**src/rtl/debug_run_controller.sv**
```systemverilog
// ============================================================================
// Module   : debug_run_controller
// Brief    : Debug run/step/halt sequencer and register-dump streamer for the
//            5-stage MIPS pipeline.
// Revision : 1.0 - initial release
// ============================================================================
`default_nettype none

module debug_run_controller #(
  parameter int              LEN          = 32,
  parameter int              NREGS        = 32,
  parameter int              DRAIN_CYCLES = 4,
  parameter logic [LEN-1:0]  HALT_CODE    = {LEN{1'b1}}
) (
  input  logic                     clk,
  input  logic                     reset,
  input  logic                     in_cmd_valid,
  input  logic [1:0]               in_cmd_code,
  output logic                     out_cmd_ready,
  input  logic [LEN-1:0]           in_instruccion,
  output logic                     out_pipeline_enable,
  output logic                     out_pc_freeze,
  output logic [$clog2(NREGS)-1:0] out_dbg_reg_addr,
  input  logic [LEN-1:0]           in_dbg_reg_data,
  output logic [LEN-1:0]           out_tx_data,
  output logic                     out_tx_valid,
  input  logic                     in_tx_ready,
  output logic                     out_halted,
  output logic [LEN-1:0]           out_cycle_count
);

  localparam int c_ADDR_W  = $clog2(NREGS);
  localparam int c_DRAIN_W = (DRAIN_CYCLES > 1) ? $clog2(DRAIN_CYCLES) : 1;
  localparam logic [c_ADDR_W-1:0]  c_ADDR_LAST  = c_ADDR_W'(NREGS - 1);
  localparam logic [c_DRAIN_W-1:0] c_DRAIN_LAST = c_DRAIN_W'(DRAIN_CYCLES - 1);

  localparam logic [1:0] c_CMD_RUN  = 2'b00;
  localparam logic [1:0] c_CMD_STEP = 2'b01;
  localparam logic [1:0] c_CMD_DUMP = 2'b10;

  typedef enum logic [3:0] {
    S_IDLE      = 4'd0,
    S_RUN       = 4'd1,
    S_STEP      = 4'd2,
    S_DRAIN     = 4'd3,
    S_HALTED    = 4'd4,
    S_DUMP_REQ  = 4'd5,
    S_DUMP_WAIT = 4'd6,
    S_DUMP_SEND = 4'd7,
    S_DUMP_CNT  = 4'd8
  } state_t;

  state_t                 state_q, state_d;
  logic                   ret_halted_q, ret_halted_d;
  logic [c_DRAIN_W-1:0]   drain_q, drain_d;
  logic [c_ADDR_W-1:0]    addr_q, addr_d;
  logic [LEN-1:0]         data_q, data_d;
  logic                   valid_q, valid_d;
  logic                   en_q, en_d;
  logic                   frz_q, frz_d;
  logic                   halted_q, halted_d;
  logic [LEN-1:0]         cycle_q;

  logic w_cmd_fire;
  logic w_halt_seen;

  assign out_cmd_ready       = (state_q == S_IDLE) || (state_q == S_HALTED);
  assign w_cmd_fire          = in_cmd_valid && out_cmd_ready;
  assign w_halt_seen         = (in_instruccion == HALT_CODE);
  assign out_pipeline_enable = en_q;
  assign out_pc_freeze       = frz_q;
  assign out_dbg_reg_addr    = addr_q;
  assign out_tx_data         = data_q;
  assign out_tx_valid        = valid_q;
  assign out_halted          = halted_q;
  assign out_cycle_count     = cycle_q;

  always_comb begin
    state_d      = state_q;
    ret_halted_d = ret_halted_q;
    drain_d      = drain_q;
    addr_d       = addr_q;
    data_d       = data_q;
    valid_d      = valid_q;
    halted_d     = halted_q;
    case (state_q)
      S_IDLE: begin
        if (w_cmd_fire) begin
          case (in_cmd_code)
            c_CMD_RUN:  state_d = S_RUN;
            c_CMD_STEP: state_d = S_STEP;
            c_CMD_DUMP: begin
              state_d      = S_DUMP_REQ;
              ret_halted_d = 1'b0;
              addr_d       = '0;
            end
            default:    state_d = S_IDLE;
          endcase
        end
      end
      // Only a dump can leave HALTED; other commands are swallowed.
      S_HALTED: begin
        if (w_cmd_fire && (in_cmd_code == c_CMD_DUMP)) begin
          state_d      = S_DUMP_REQ;
          ret_halted_d = 1'b1;
          addr_d       = '0;
        end
      end
      S_RUN: begin
        if (w_halt_seen) begin
          state_d = S_DRAIN;
          drain_d = '0;
        end
      end
      S_STEP: begin
        state_d = w_halt_seen ? S_DRAIN : S_IDLE;
        drain_d = '0;
      end
      S_DRAIN: begin
        if (drain_q == c_DRAIN_LAST) begin
          state_d  = S_HALTED;
          halted_d = 1'b1;
        end else begin
          drain_d = drain_q + c_DRAIN_W'(1);
        end
      end
      S_DUMP_REQ:  state_d = S_DUMP_WAIT;
      S_DUMP_WAIT: begin
        data_d  = in_dbg_reg_data;
        valid_d = 1'b1;
        state_d = S_DUMP_SEND;
      end
      S_DUMP_SEND: begin
        if (in_tx_ready) begin
          if (addr_q == c_ADDR_LAST) begin
            data_d  = cycle_q;
            state_d = S_DUMP_CNT;
          end else begin
            valid_d = 1'b0;
            addr_d  = addr_q + c_ADDR_W'(1);
            state_d = S_DUMP_REQ;
          end
        end
      end
      S_DUMP_CNT: begin
        if (in_tx_ready) begin
          valid_d = 1'b0;
          state_d = ret_halted_q ? S_HALTED : S_IDLE;
        end
      end
      default: state_d = S_IDLE;
    endcase
    en_d  = (state_d == S_RUN) || (state_d == S_STEP) || (state_d == S_DRAIN);
    frz_d = (state_d == S_DRAIN);
  end

  always_ff @(posedge clk) begin
    if (reset) begin
      state_q      <= S_IDLE;
      ret_halted_q <= 1'b0;
      drain_q      <= '0;
      addr_q       <= '0;
      data_q       <= '0;
      valid_q      <= 1'b0;
      en_q         <= 1'b0;
      frz_q        <= 1'b0;
      halted_q     <= 1'b0;
      cycle_q      <= '0;
    end else begin
      state_q      <= state_d;
      ret_halted_q <= ret_halted_d;
      drain_q      <= drain_d;
      addr_q       <= addr_d;
      data_q       <= data_d;
      valid_q      <= valid_d;
      en_q         <= en_d;
      frz_q        <= frz_d;
      halted_q     <= halted_d;
      if (en_q) begin
        cycle_q <= cycle_q + LEN'(1);
      end
    end
  end

endmodule

`default_nettype wire

```
**config.mk**
```make
export PLATFORM = sky130hd
export DESIGN_NAME = debug_run_controller
export DESIGN_NICKNAME = d
export VERILOG_FILES = /design/src/rtl/debug_run_controller.sv
export SDC_FILE = /design/constraint.sdc
export NUM_CORES = 1
export LEC_CHECK = 0
export ABC_AREA = 0
export BUFFER_PORTS_ARGS = -buffer_cell sky130_fd_sc_hd__buf_2
export CORE_ASPECT_RATIO = 1.4
export CORE_MARGIN = 3
export CORE_UTILIZATION = 50
export DETAILED_ROUTE_END_ITERATION = 8
export PLACE_DENSITY_LB_ADDON = 0.3
export SLEW_MARGIN = 10
export SYNTH_ARGS = -nofsm -noshare
export SYNTH_HDL_FRONTEND = slang
export SYNTH_SLANG_ARGS = --single-unit
export TNS_END_PERCENT = 5
```
**constraint.sdc**
```tcl
create_clock -name clk -period 5.15 [get_ports clk]
set_input_delay 0.2575 -clock clk [delete_from_list [all_inputs] [get_ports clk]]
set_output_delay 0.2575 -clock clk [all_outputs]
set_load 0.02 [all_outputs]
```
==> results.py, run 1 <==
metrics = {
    "pwr": {
        "powerDensity_nw_per_um2": 247,
        "totalPowerFinal_mw": 1.15,
        "leakagePower_nw": 2.10,
        "vdd.ir_drop.worst_mv": 0.140,
    },
    "cells_and_area": {
        "area.growth.synth_to_final_pct": 24.7,
        "antenna-diode-count": 0,
        "fraction_of_final_layout_cells_sized_beyond_drive_strength_1": 0.296,
        "final_nets": 653,
    },
    "sta": {
        "min_cycle_time_layout_ns": 2.91,
        "timing.fmax_mhz": 343,
        "final.setup_skew_ns": 0.00870,
        "final_min_period_over_clock_period": 0.566,
        "setup_viol": 0,
        "rsz0062_at_grt": "no",
        "final_max_slew_viol_count": 0,
        "slew_headroom": 0.322,
        "setup-tns-final_ns": 0,
        "timing_hold_violations_final": 0,
        "actual_slew_at_the_worst_max_slew_pin_ns": 1.01,
    },
    "synthesis": {
        "yosys.cell_count.top_type": "sky130_fd_sc_hd__nand2_1",
        "synth.net_count": 526,
        "synth_top_cells_by_count": "sky130_fd_sc_hd__nand2_1 (81), sky130_fd_sc_hd__dfxtp_1 (80), sky130_fd_sc_hd__nor2_1 (73), sky130_fd_sc_hd__a311oi_1 (33), sky130_fd_sc_hd__xor2_1 (24)",
        "synth.distinct_cells": 48,
        "yosysWarnings": 0,
        "mappedNetlistArea_um2": 3750,
        "synth_largest_type_area_fraction": 0.427,
        "synth_seq_cells": 80,
        "synth_area_leader_cell": "sky130_fd_sc_hd__dfxtp_1",
        "postSynth.topFlopCell": "sky130_fd_sc_hd__dfxtp_1",
        "post_synth_main_area_contributors": "sky130_fd_sc_hd__dfxtp_1 (43%), sky130_fd_sc_hd__nand2_1 (8.1%), sky130_fd_sc_hd__a311oi_1 (7.7%)",
        "synth-edff-count": 0,
        "synth_async_sr_flop_share": 0,
        "synth_seq_area_share": 0.427,
        "synthCells": 452,
        "post_synth.cell_area_avg_um2": 8.30,
    },
    "worst_setup_path": {
        "end_kind": "flop",
        "critical_path.max_fanout": 36,
        "worst-endpoint-required_ns": 5.42,
        "critPathLaunchType": "flop",
        "critical_path_arrival_ns": 3.18,
        "setup.worst_path.class": "reg2reg",
    },
    "detailed_routing": {
        "detail_route.drc_violations": 0,
        "dr_total_vias": 3727,
        "drtAntennaViolNets": 0,
        "dr.first_iter.drc_count": 161,
        "avgViaCountPerCell": 5.49,
        "avgRoutedWirePerCell_um": 14.0,
        "drt_pass1_iterations": 4,
        "wl_um": 9540,
    },
    "global_routing": {
        "overflow": 0,
        "grt_use_total": 0.220,
        "grt_antenna_before_repair": 0,
        "grt_max_degree": 77,
        "first_global_vias": 3314,
        "grt_pass1_wl_um": 15200,
    },
    "cts": {
        "clkSinkCount": 80,
        "insertion_delay_ns": 0.35,
        "cts.root.buffer_cell": "sky130_fd_sc_hd__clkbuf_8",
        "clk_pin_slew_worst_paths_ns": 0.08,
        "cts_setup_buffers": 0,
        "cts.repair.resized": 0,
        "tritoncts.num_buffers": 9,
        "tritoncts": "yes",
        "cts.path.max_buffers": 2,
        "htreeDepth": 3,
        "post_cts_hold_buffer_count": 0,
    },
    "hold_path": {
        "worstHoldPathType": "in2reg",
    },
    "placed_design": {
        "finalWeightedCongestion": 0.879,
        "port_buffers": 143,
        "dp.final_hpwl_um": 6730,
    },
    "floorplanning": {
        "floorplan.die_area_um2": 8590,
        "die_y_um": 108,
        "coreArea_um2": 7120,
        "initial_core_utilization": 0.527,
        "io_pins": 144,
        "die_x_extent_um": 79.2,
        "num_rows": 36,
    },
    "flow_run": {
        "timing.max_cap.violations": 0,
    },
    "outcome": {
        "outcome": "completed",
    },
}
-- where the power goes --
part | total [mW] | switching, mW | leakage (nW) | internal [mW]
sequential | 0.637 | 0.0125 | 0.645 | 0.624
combinational | 0.0860 | 0.0455 | 1.35 | 0.0404
clock | 0.431 | 0.219 | 0.0992 | 0.213
total | 1.15 | 0.277 | 2.10 | 0.877
-- cell type report --
class	instances	area (µm²)
Tap cell	95	119
Inverter	1	3.75
Sequential cell	80	1600
Clock inverter	3	15.0
Clock buffer	13	169
Fill cell	645	2440
Timing Repair Buffer	146	738
Multi-Input combinational cell	341	2030
-- routing by layer --
layer / vias to the layer above / wire length (µm) / global-route usage
met5: - / 0 / 0
met4: 0 / 95 / 0.0835
met3: 8 / 605 / 0.0450
met2: 128 / 4850 / 0.374
met1: 1730 / 3990 / 0.273
li1: 1861 / - / -
-- cell usage in the layout (no fill, tap or decap), drive strengths merged, types with 2 or more instances in the layout --
master  count
buf       146
nand2      81
dfxtp      80
nor2       73
a311oi     33
xor2       24
nand4      19
nand3      16
clkbuf     13
a21oi       9
and3        8
xnor2       8
nor3        8
nor4        6
o21ai       5
o21a        4
or3         4
ha          4
nor2b       3
a22oi       3
a31oi       3
and4        3
and2        3
clkinv      3
nand3b      2
and4b       2
mux2i       2
nor3b       2
nand2b      2
a21o        2
nand4b      2
-- worst max-delay path: stages, from the launching register on --
cell and delay, ns:
sky130_fd_sc_hd__dfxtp_1 0.74, sky130_fd_sc_hd__nand4b_2 0.94, sky130_fd_sc_hd__nor2_1 0.67, sky130_fd_sc_hd__nand4_1 0.19
sky130_fd_sc_hd__xor2_1 0.17, sky130_fd_sc_hd__nor3_1 0.11
-- metrics by stage --
step	hold slack (ns)	utilization	instances	worst slack [ns]	cell area (µm²)
4_1_cts	0.147	0.657	679	2.22	4680
3_3_place_gp	0.438	0.632	663	2.40	4490
6_report	0.164	0.657	679	2.24	4680
3_5_place_dp	0.449	0.632	663	2.26	4490
5_1_grt	0.153	0.657	679	1.97	4680
2_1_floorplan	0.420	-	452	3.19	3750
-- flip-flops by register name, summed over array words and instances, names as in the netlist --
name	cells
state_q	4
ret_halted_q	1
out_tx_data	32
out_dbg_reg_addr	5
drain_q	2
out_cycle_count	32
out_halted	1
out_pipeline_enable	1
out_tx_valid	1
out_pc_freeze	1
-- final timing paths --
| path | startpoint | end | slack [ns] | cells after the start |
|---|---|---|---|---|
| max | state_q[0]$_SDFF_PP0_ | out_dbg_reg_addr[3]$_SDFFE_PP0P_ | 2.24 | 5 |
| min | in_dbg_reg_data[15] | out_tx_data[15]$_SDFFE_PP0P_ | 0.16 | 3 |
| max reg2reg | state_q[0]$_SDFF_PP0_ | out_dbg_reg_addr[3]$_SDFFE_PP0P_ | 2.24 | 5 |
| min reg2reg | out_tx_valid$_SDFFE_PP0P_ | out_tx_valid$_SDFFE_PP0P_ | 0.46 | 2 |
-- logic make-up (layout without fill, tap and decap cells) --
group | Yosys count | after routing | synth area share
AND/OR/NAND/NOR | 236 | 236 | 0.308
flip-flops | 80 | 80 | 0.427
AO/OA/AOI/OAI | 66 | 66 | 0.136
XOR/XNOR | 32 | 32 | 0.0747
buffers and inverters | 31 | 163 | 0.0334
adder cells (fa/ha/maj) | 4 | 4 | 0.0133
multiplexers | 3 | 3 | 0.00834
Note: power is estimated with default switching activity, not from simulation.
==> inputs of run 2 (changes only) <==
- CORE_UTILIZATION: 50 -> 49
- clock period: 5.15 -> 2.9 ns (I/O delays scaled with it)
==> run 2 against run 1 <==
Design area rose by 0.61%. Count of clock-buffer cells in the layout is 1 lower. Critical path depth did not move. Via count fell by 1.2%. Core utilization fell by 2.2 points. Sequential share of layout area shrank 0.21 points. Maximum frequency grew 31%. Global-route usage fell by 0.34 points. Clock skew fell by 0.0011 ns. Combinational power grew 78%. First-iteration DRC count rose by 27%. Sequential power grew 77%.
==> results.py, run 2 (synthesis gave the netlist of run 1 again) <==
metrics = {
    "sta": {
        "final.setup_skew_ns": 0.00760,
        "rsz0062_at_grt": "no",
        "final_max_slew_viol_count": 0,
        "timing.fmax_mhz": 449,
        "min_cycle_time_layout_ns": 2.23,
        "final.hold.worst_slack_ns": 0.0512,
        "slew_headroom": 0.391,
        "final_min_period_over_clock_period": 0.768,
        "actual_slew_at_the_worst_max_slew_pin_ns": 0.914,
        "timing_hold_violations_final": 0,
        "setup_viol": 0,
        "setup-tns-final_ns": 0,
    },
    "detailed_routing": {
        "avgViaCountPerCell": 5.39,
        "wl_um": 9500,
        "drt_pass1_iterations": 4,
        "avgRoutedWirePerCell_um": 13.9,
        "dr.first_iter.drc_count": 205,
        "drtAntennaViolNets": 0,
        "detail_route.drc_violations": 0,
        "dr_total_vias": 3681,
    },
    "worst_setup_path": {
        "cp_cell_sequence": "nand4b_2, nor2_1, nand4_1, xor2_1, nor3_1",
        "critical-path-max-stage-delay_ns": 0.75,
        "critical_path_arrival_ns": 2.43,
        "setup.worst_path.class": "reg2reg",
        "worst_path_dominant_cell_family": "simple AND/OR/NAND/NOR gates",
        "critical_path.max_fanout": 20,
        "critPathLaunchType": "flop",
        "critical_path.n_buffers_inverters": 0,
        "worst-endpoint-required_ns": 3.10,
        "slowest_stage_cell_cp": "sky130_fd_sc_hd__dfxtp_1",
        "end_kind": "flop",
    },
    "cts": {
        "insertion_delay_ns": 0.35,
        "cts_setup_buffers": 0,
        "cts.repair.resized": 0,
        "cts.root.buffer_cell": "sky130_fd_sc_hd__clkbuf_8",
        "cts.path.max_buffers": 2,
        "tritoncts.num_buffers": 9,
        "clkSinkCount": 80,
        "clk_pin_slew_worst_paths_ns": 0.08,
        "post_cts_hold_buffer_count": 0,
        "htreeDepth": 3,
        "tritoncts": "yes",
    },
    "placed_design": {
        "dp.final_hpwl_um": 6890,
        "dpl.cell_count": 668,
        "port_buffers": 143,
        "finalWeightedCongestion": 0.798,
    },
    "global_routing": {
        "grt.busiest_layer": "met2",
        "grt_pass1_wl_um": 15100,
        "first_global_vias": 3294,
        "grt_use_total": 0.217,
        "grt.met1_usage": 0.272,
        "overflow": 0,
        "grt_max_degree": 49,
        "grt_use_met2": 0.364,
        "grt.met3_usage": 0.0377,
        "grt_antenna_before_repair": 0,
    },
    "cells_and_area": {
        "final_nets": 656,
        "leading_cell_types_in_the_layout_fill_and_taps_excluded": "sky130_fd_sc_hd__buf_2 (143), sky130_fd_sc_hd__nand2_1 (81), sky130_fd_sc_hd__dfxtp_1 (80), sky130_fd_sc_hd__nor2_1 (73), sky130_fd_sc_hd__a311oi_1 (33)",
        "fin_cells": 683,
        "fraction_of_final_layout_cells_sized_beyond_drive_strength_1": 0.297,
        "final_common_cell": "sky130_fd_sc_hd__buf_2",
        "utilization": 0.635,
        "area.growth.synth_to_final_pct": 25.5,
        "antenna-diode-count": 0,
    },
    "floorplanning": {
        "floorplan.die_area_um2": 8760,
        "die_y_um": 110,
        "io_pins": 144,
        "coreArea_um2": 7410,
        "num_rows": 37,
        "initial_core_utilization": 0.506,
        "die_x_extent_um": 79.9,
    },
    "pwr": {
        "leakagePower_nw": 2.10,
        "powerDensity_nw_per_um2": 444,
        "vdd.ir_drop.worst_mv": 0.245,
    },
    "outcome": {
        "outcome": "completed",
    },
    "flow_run": {
        "timing.max_cap.violations": 0,
    },
    "hold_path": {
        "worstHoldPathType": "in2reg",
    },
}
==> run 2: layout make-up <==
class | count | area [µm²]
Sequential cell | 80 | 1600
Fill cell | 670 | 2700
Tap cell | 97 | 121
Inverter | 1 | 3.75
Timing Repair Buffer | 149 | 761
Multi-Input combinational cell | 341 | 2030
Clock buffer | 12 | 145
Clock inverter | 3 | 42.5
==> run 2: worst register-to-register path, cell delays in order, from the launching register on <==
cell and delay (ns):
sky130_fd_sc_hd__dfxtp_1 0.75, sky130_fd_sc_hd__nand4b_2 0.46, sky130_fd_sc_hd__nor2_1 0.48, sky130_fd_sc_hd__nand4_1 0.17, sky130_fd_sc_hd__xor2_1 0.16, sky130_fd_sc_hd__nor3_1 0.06
==> run 2: where the power goes <==
part,leakage (nW),total [mW],internal (mW),switching (mW)
clock,0.0925,0.805,0.416,0.389
sequential,0.645,1.13,1.11,0.0231
combinational,1.37,0.153,0.0720,0.0806
total,2.10,2.09,1.60,0.493
==> run 2: through the flow <==
step	setup WS, ns	area, µm²	power, mW
4_1_cts	0.729	4710	2.11
6_report	0.672	4710	2.09
3_3_place_gp	0.845	4520	1.31
3_5_place_dp	0.710	4520	1.31
2_1_floorplan	0.937	3750	1.24
5_1_grt	0.535	4710	2.17
==> run 2: path summary, 6_finish.rpt <==
check	endpoint	start	slack, ns	depth (start not counted)
worst min register to register	out_tx_valid$_SDFFE_PP0P_	out_tx_valid$_SDFFE_PP0P_	0.46	2
worst max register to register	out_dbg_reg_addr[3]$_SDFFE_PP0P_	state_q[0]$_SDFF_PP0_	0.67	5
worst min-delay path	out_tx_data[28]$_SDFFE_PP0P_	in_dbg_reg_data[28]	0.05	3
worst max-delay path	out_dbg_reg_addr[3]$_SDFFE_PP0P_	state_q[0]$_SDFF_PP0_	0.67	5
==> run 2: routing by layer <==
metal  wire length [µm]  part of all wire  up-vias
li1                   -                 -     1860
met1               4120              0.43     1678
met2               4570              0.48      126
met3                600             0.063       17
met4                210             0.022        0
met5                  0                 0        -
==> inputs of run 3 (changes only) <==
- ABC_AREA: 0 -> 1
- CORE_UTILIZATION: 49 -> 50
- clock period: 2.9 -> 2.1 ns (I/O delays scaled with it)
==> run 3 against run 2 <==
Sequential power up 37%. Clock skew hardly changed. Count of clock-buffer cells in the layout is 2 lower. First-iteration DRC count rose by 4.4%. Power is 49% higher. Non-clock buffer count is 1 higher. Critical path type unchanged. Largest cell class unchanged.
==> results.py, run 3 <==
metrics = {
    "outcome": {
        "outcome": "completed",
    },
    "floorplanning": {
        "num_rows": 38,
        "io_pins": 144,
        "floorplan.die_area_um2": 9130,
        "coreArea_um2": 7750,
        "initial_core_utilization": 0.516,
        "die_x_extent_um": 81.6,
        "die_y_um": 112,
    },
    "sta": {
        "final_min_period_over_clock_period": 0.883,
        "slew_headroom": 0.464,
        "final.setup_skew_ns": 0.00710,
        "setup_viol": 0,
        "final_max_slew_viol_count": 0,
        "timing.fmax_mhz": 539,
        "min_cycle_time_layout_ns": 1.85,
        "timing_hold_violations_final": 0,
        "rsz0062_at_grt": "no",
        "actual_slew_at_the_worst_max_slew_pin_ns": 0.802,
        "setup-tns-final_ns": 0,
    },
    "worst_setup_path": {
        "worst_path_dominant_cell_family": "compound AO/OA/AOI/OAI gates",
        "critical_path.max_fanout": 32,
        "critical_path_arrival_ns": 2.13,
        "cp_cell_sequence": "ha_1, nand2_1, nor2_1, ha_1, nand2_1, a21oi_4, buf_12, o21ai_0, a31oi_1",
        "critical-path-max-stage-delay_ns": 0.38,
        "critical_path.n_buffers_inverters": 1,
        "worst-endpoint-required_ns": 2.38,
        "slowest_stage_cell_cp": "sky130_fd_sc_hd__dfxtp_1",
        "end_kind": "flop",
        "critPathLaunchType": "flop",
        "setup.worst_path.class": "reg2reg",
    },
    "cells_and_area": {
        "final_nets": 811,
        "area.growth.synth_to_final_pct": 25.9,
        "final_common_cell": "sky130_fd_sc_hd__nand2_1",
        "n_fill_cell": 727,
        "leading_cell_types_in_the_layout_fill_and_taps_excluded": "sky130_fd_sc_hd__nand2_1 (174), sky130_fd_sc_hd__buf_2 (143), sky130_fd_sc_hd__nor2_1 (85), sky130_fd_sc_hd__dfxtp_1 (79), sky130_fd_sc_hd__o21ai_0 (44)",
        "multi_input_area_um2": 2130,
        "register_area_um2": 1600,
        "utilization": 0.650,
        "fraction_of_final_layout_cells_sized_beyond_drive_strength_1": 0.251,
        "antenna-diode-count": 0,
    },
    "synthesis": {
        "synthCells": 599,
        "synth_async_sr_flop_share": 0,
        "synth_seq_area_share": 0.400,
        "synth_area_in_simple_gates": 0.349,
        "synth-edff-count": 0,
        "synth_top_cells_by_count": "sky130_fd_sc_hd__nand2_1 (174), sky130_fd_sc_hd__nor2_1 (86), sky130_fd_sc_hd__dfxtp_1 (80), sky130_fd_sc_hd__o21ai_0 (44), sky130_fd_sc_hd__inv_1 (36)",
        "postSynth.topFlopCell": "sky130_fd_sc_hd__dfxtp_1",
        "synth_largest_type_area_fraction": 0.400,
        "synth.distinct_cells": 34,
        "synth.net_count": 673,
        "synth_compound_area_frac": 0.155,
        "yosys.cell_count.top_type": "sky130_fd_sc_hd__nand2_1",
        "synth_area_leader_cell": "sky130_fd_sc_hd__dfxtp_1",
        "synth_top_family_by_area": "simple AND/OR/NAND/NOR gates",
        "post_synth.cell_area_avg_um2": 6.68,
        "muxShareOfSynthArea": 0,
        "yosys.area_share.adder": 0.0125,
        "synth_seq_cells": 80,
        "xor_xnor_share_of_the_synthesized_area": 0.0153,
        "yosysWarnings": 0,
        "mappedNetlistArea_um2": 4000,
        "post_synth_main_area_contributors": "sky130_fd_sc_hd__dfxtp_1 (40%), sky130_fd_sc_hd__nand2_1 (16%), sky130_fd_sc_hd__nor2_1 (8.1%)",
    },
    "pwr": {
        "share_of_total_power_consumed_by_net_switching": 0.226,
        "internal_power_mw": 2.42,
        "vdd.ir_drop.worst_mv": 0.548,
        "share_clk_of_total_power": 0.420,
        "switching_power_mw": 0.707,
        "seqPwrFrac": 0.498,
        "gate_power_share": 0.082,
        "powerDensity_nw_per_um2": 619,
        "leakagePower_nw": 2.39,
    },
    "cts": {
        "cts_setup_buffers": 0,
        "clkSinkCount": 80,
        "cts.path.max_buffers": 2,
        "clk_pin_slew_worst_paths_ns": 0.08,
        "insertion_delay_ns": 0.35,
        "tritoncts": "yes",
        "cts.root.buffer_cell": "sky130_fd_sc_hd__clkbuf_8",
        "htreeDepth": 3,
        "tritoncts.num_buffers": 9,
    },
    "global_routing": {
        "grt_pass1_wl_um": 18200,
        "grt_use_total": 0.250,
        "overflow": 0,
        "grt_max_degree": 65,
        "first_global_vias": 4117,
        "grt_antenna_before_repair": 0,
    },
    "placed_design": {
        "port_buffers": 143,
        "finalWeightedCongestion": 0.908,
        "dp.final_hpwl_um": 8320,
    },
    "detailed_routing": {
        "avgRoutedWirePerCell_um": 13.7,
        "avgViaCountPerCell": 5.38,
        "drt_pass1_iterations": 5,
        "drtAntennaViolNets": 0,
        "dr.first_iter.drc_count": 214,
        "detail_route.drc_violations": 0,
        "wl_um": 11500,
        "dr_total_vias": 4516,
    },
    "flow_run": {
        "timing.max_cap.violations": 0,
    },
    "hold_path": {
        "worstHoldPathType": "in2reg",
    },
}
run 3: cell types whose count changed after synthesis, sizes merged, moves of 30 or more:
cell,change
inv,+42
nand2,+96
a31oi,+30
a311oi,-33
o21ai,+43
run 3: per-stage QoR:
| stage | hold slack, ns | std cells | power (mW) | area, µm² | setup WS, ns |
|---|---|---|---|---|---|
| 2_1_floorplan | 0.264 | 599 | 1.73 | 4000 | 0.320 |
| 3_3_place_gp | 0.378 | 825 | 1.84 | 4790 | 0.346 |
| 3_5_place_dp | 0.384 | 825 | 1.84 | 4790 | 0.227 |
| 4_1_cts | 0.00638 | 839 | 3.14 | 5010 | 0.200 |
| 5_1_grt | 0.0221 | 840 | 3.23 | 5040 | 0.0501 |
| 6_report | 0.0155 | 840 | 3.12 | 5040 | 0.246 |
run 3: logic make-up after synthesis:
group	after synthesis
AND/OR/NAND/NOR	331
AO/OA/AOI/OAI	111
flip-flops	80
buffers and inverters	66
XOR/XNOR	7
adder cells (fa/ha/maj)	4
run 3: path summary, 6_finish.rpt:
check                           depth (start not counted)                     endpoint  slack [ns]                        startpoint
worst min-delay path                                    3  out_tx_data[7]$_SDFFE_PP0P_        0.02                in_dbg_reg_data[7]
worst max register to register                          9  out_tx_data[9]$_SDFFE_PP0P_        0.25  out_dbg_reg_addr[1]$_SDFFE_PP0P_
worst max-delay path                                    9  out_tx_data[9]$_SDFFE_PP0P_        0.25  out_dbg_reg_addr[1]$_SDFFE_PP0P_
worst min register to register                          2      out_halted$_SDFFE_PP0P_        0.45           out_halted$_SDFFE_PP0P_
run 3: routing by layer:
metal	GRT usage	vias to the layer above	wire [µm]
li1	-	2255	-
met1	0.286	2072	4510
met2	0.448	168	6020
met3	0.0413	21	745
met4	0.0998	0	233
met5	0	-	0
run 3: what timing repair did:
item,4_1_cts,5_1_grt
resized for setup,0,1
setup endpoints to repair,0,5
hold buffers,0,0
run 3: worst reg2reg max path, delay by kind of cell (launching register included):
family,cells,cell delay [ns]
flops,1,0.38
simple gates,3,0.29
fa+ha+maj,2,0.36
compound gates,3,0.55
buf+inv,1,0.21
run 3: area by class of cell:
type                            instances  share of cell area
Multi-Input combinational cell        453               0.423
Inverter                               43              0.0320
Clock buffer                           10              0.0253
Tap cell                              100              0.0248
Clock inverter                          4              0.0189
Timing Repair Buffer                  150               0.158
Sequential cell                        80               0.318
run 3: power by group through the flow:
stage                     Combinational (mW)  Clock [mW]  Sequential [mW]
after floorplan                        0.134           0             1.60
after global placement                 0.248           0             1.59
after detailed placement               0.253           0             1.59
after CTS                              0.255        1.33             1.55
after global routing                   0.287        1.38             1.56
final                                  0.255        1.31             1.55
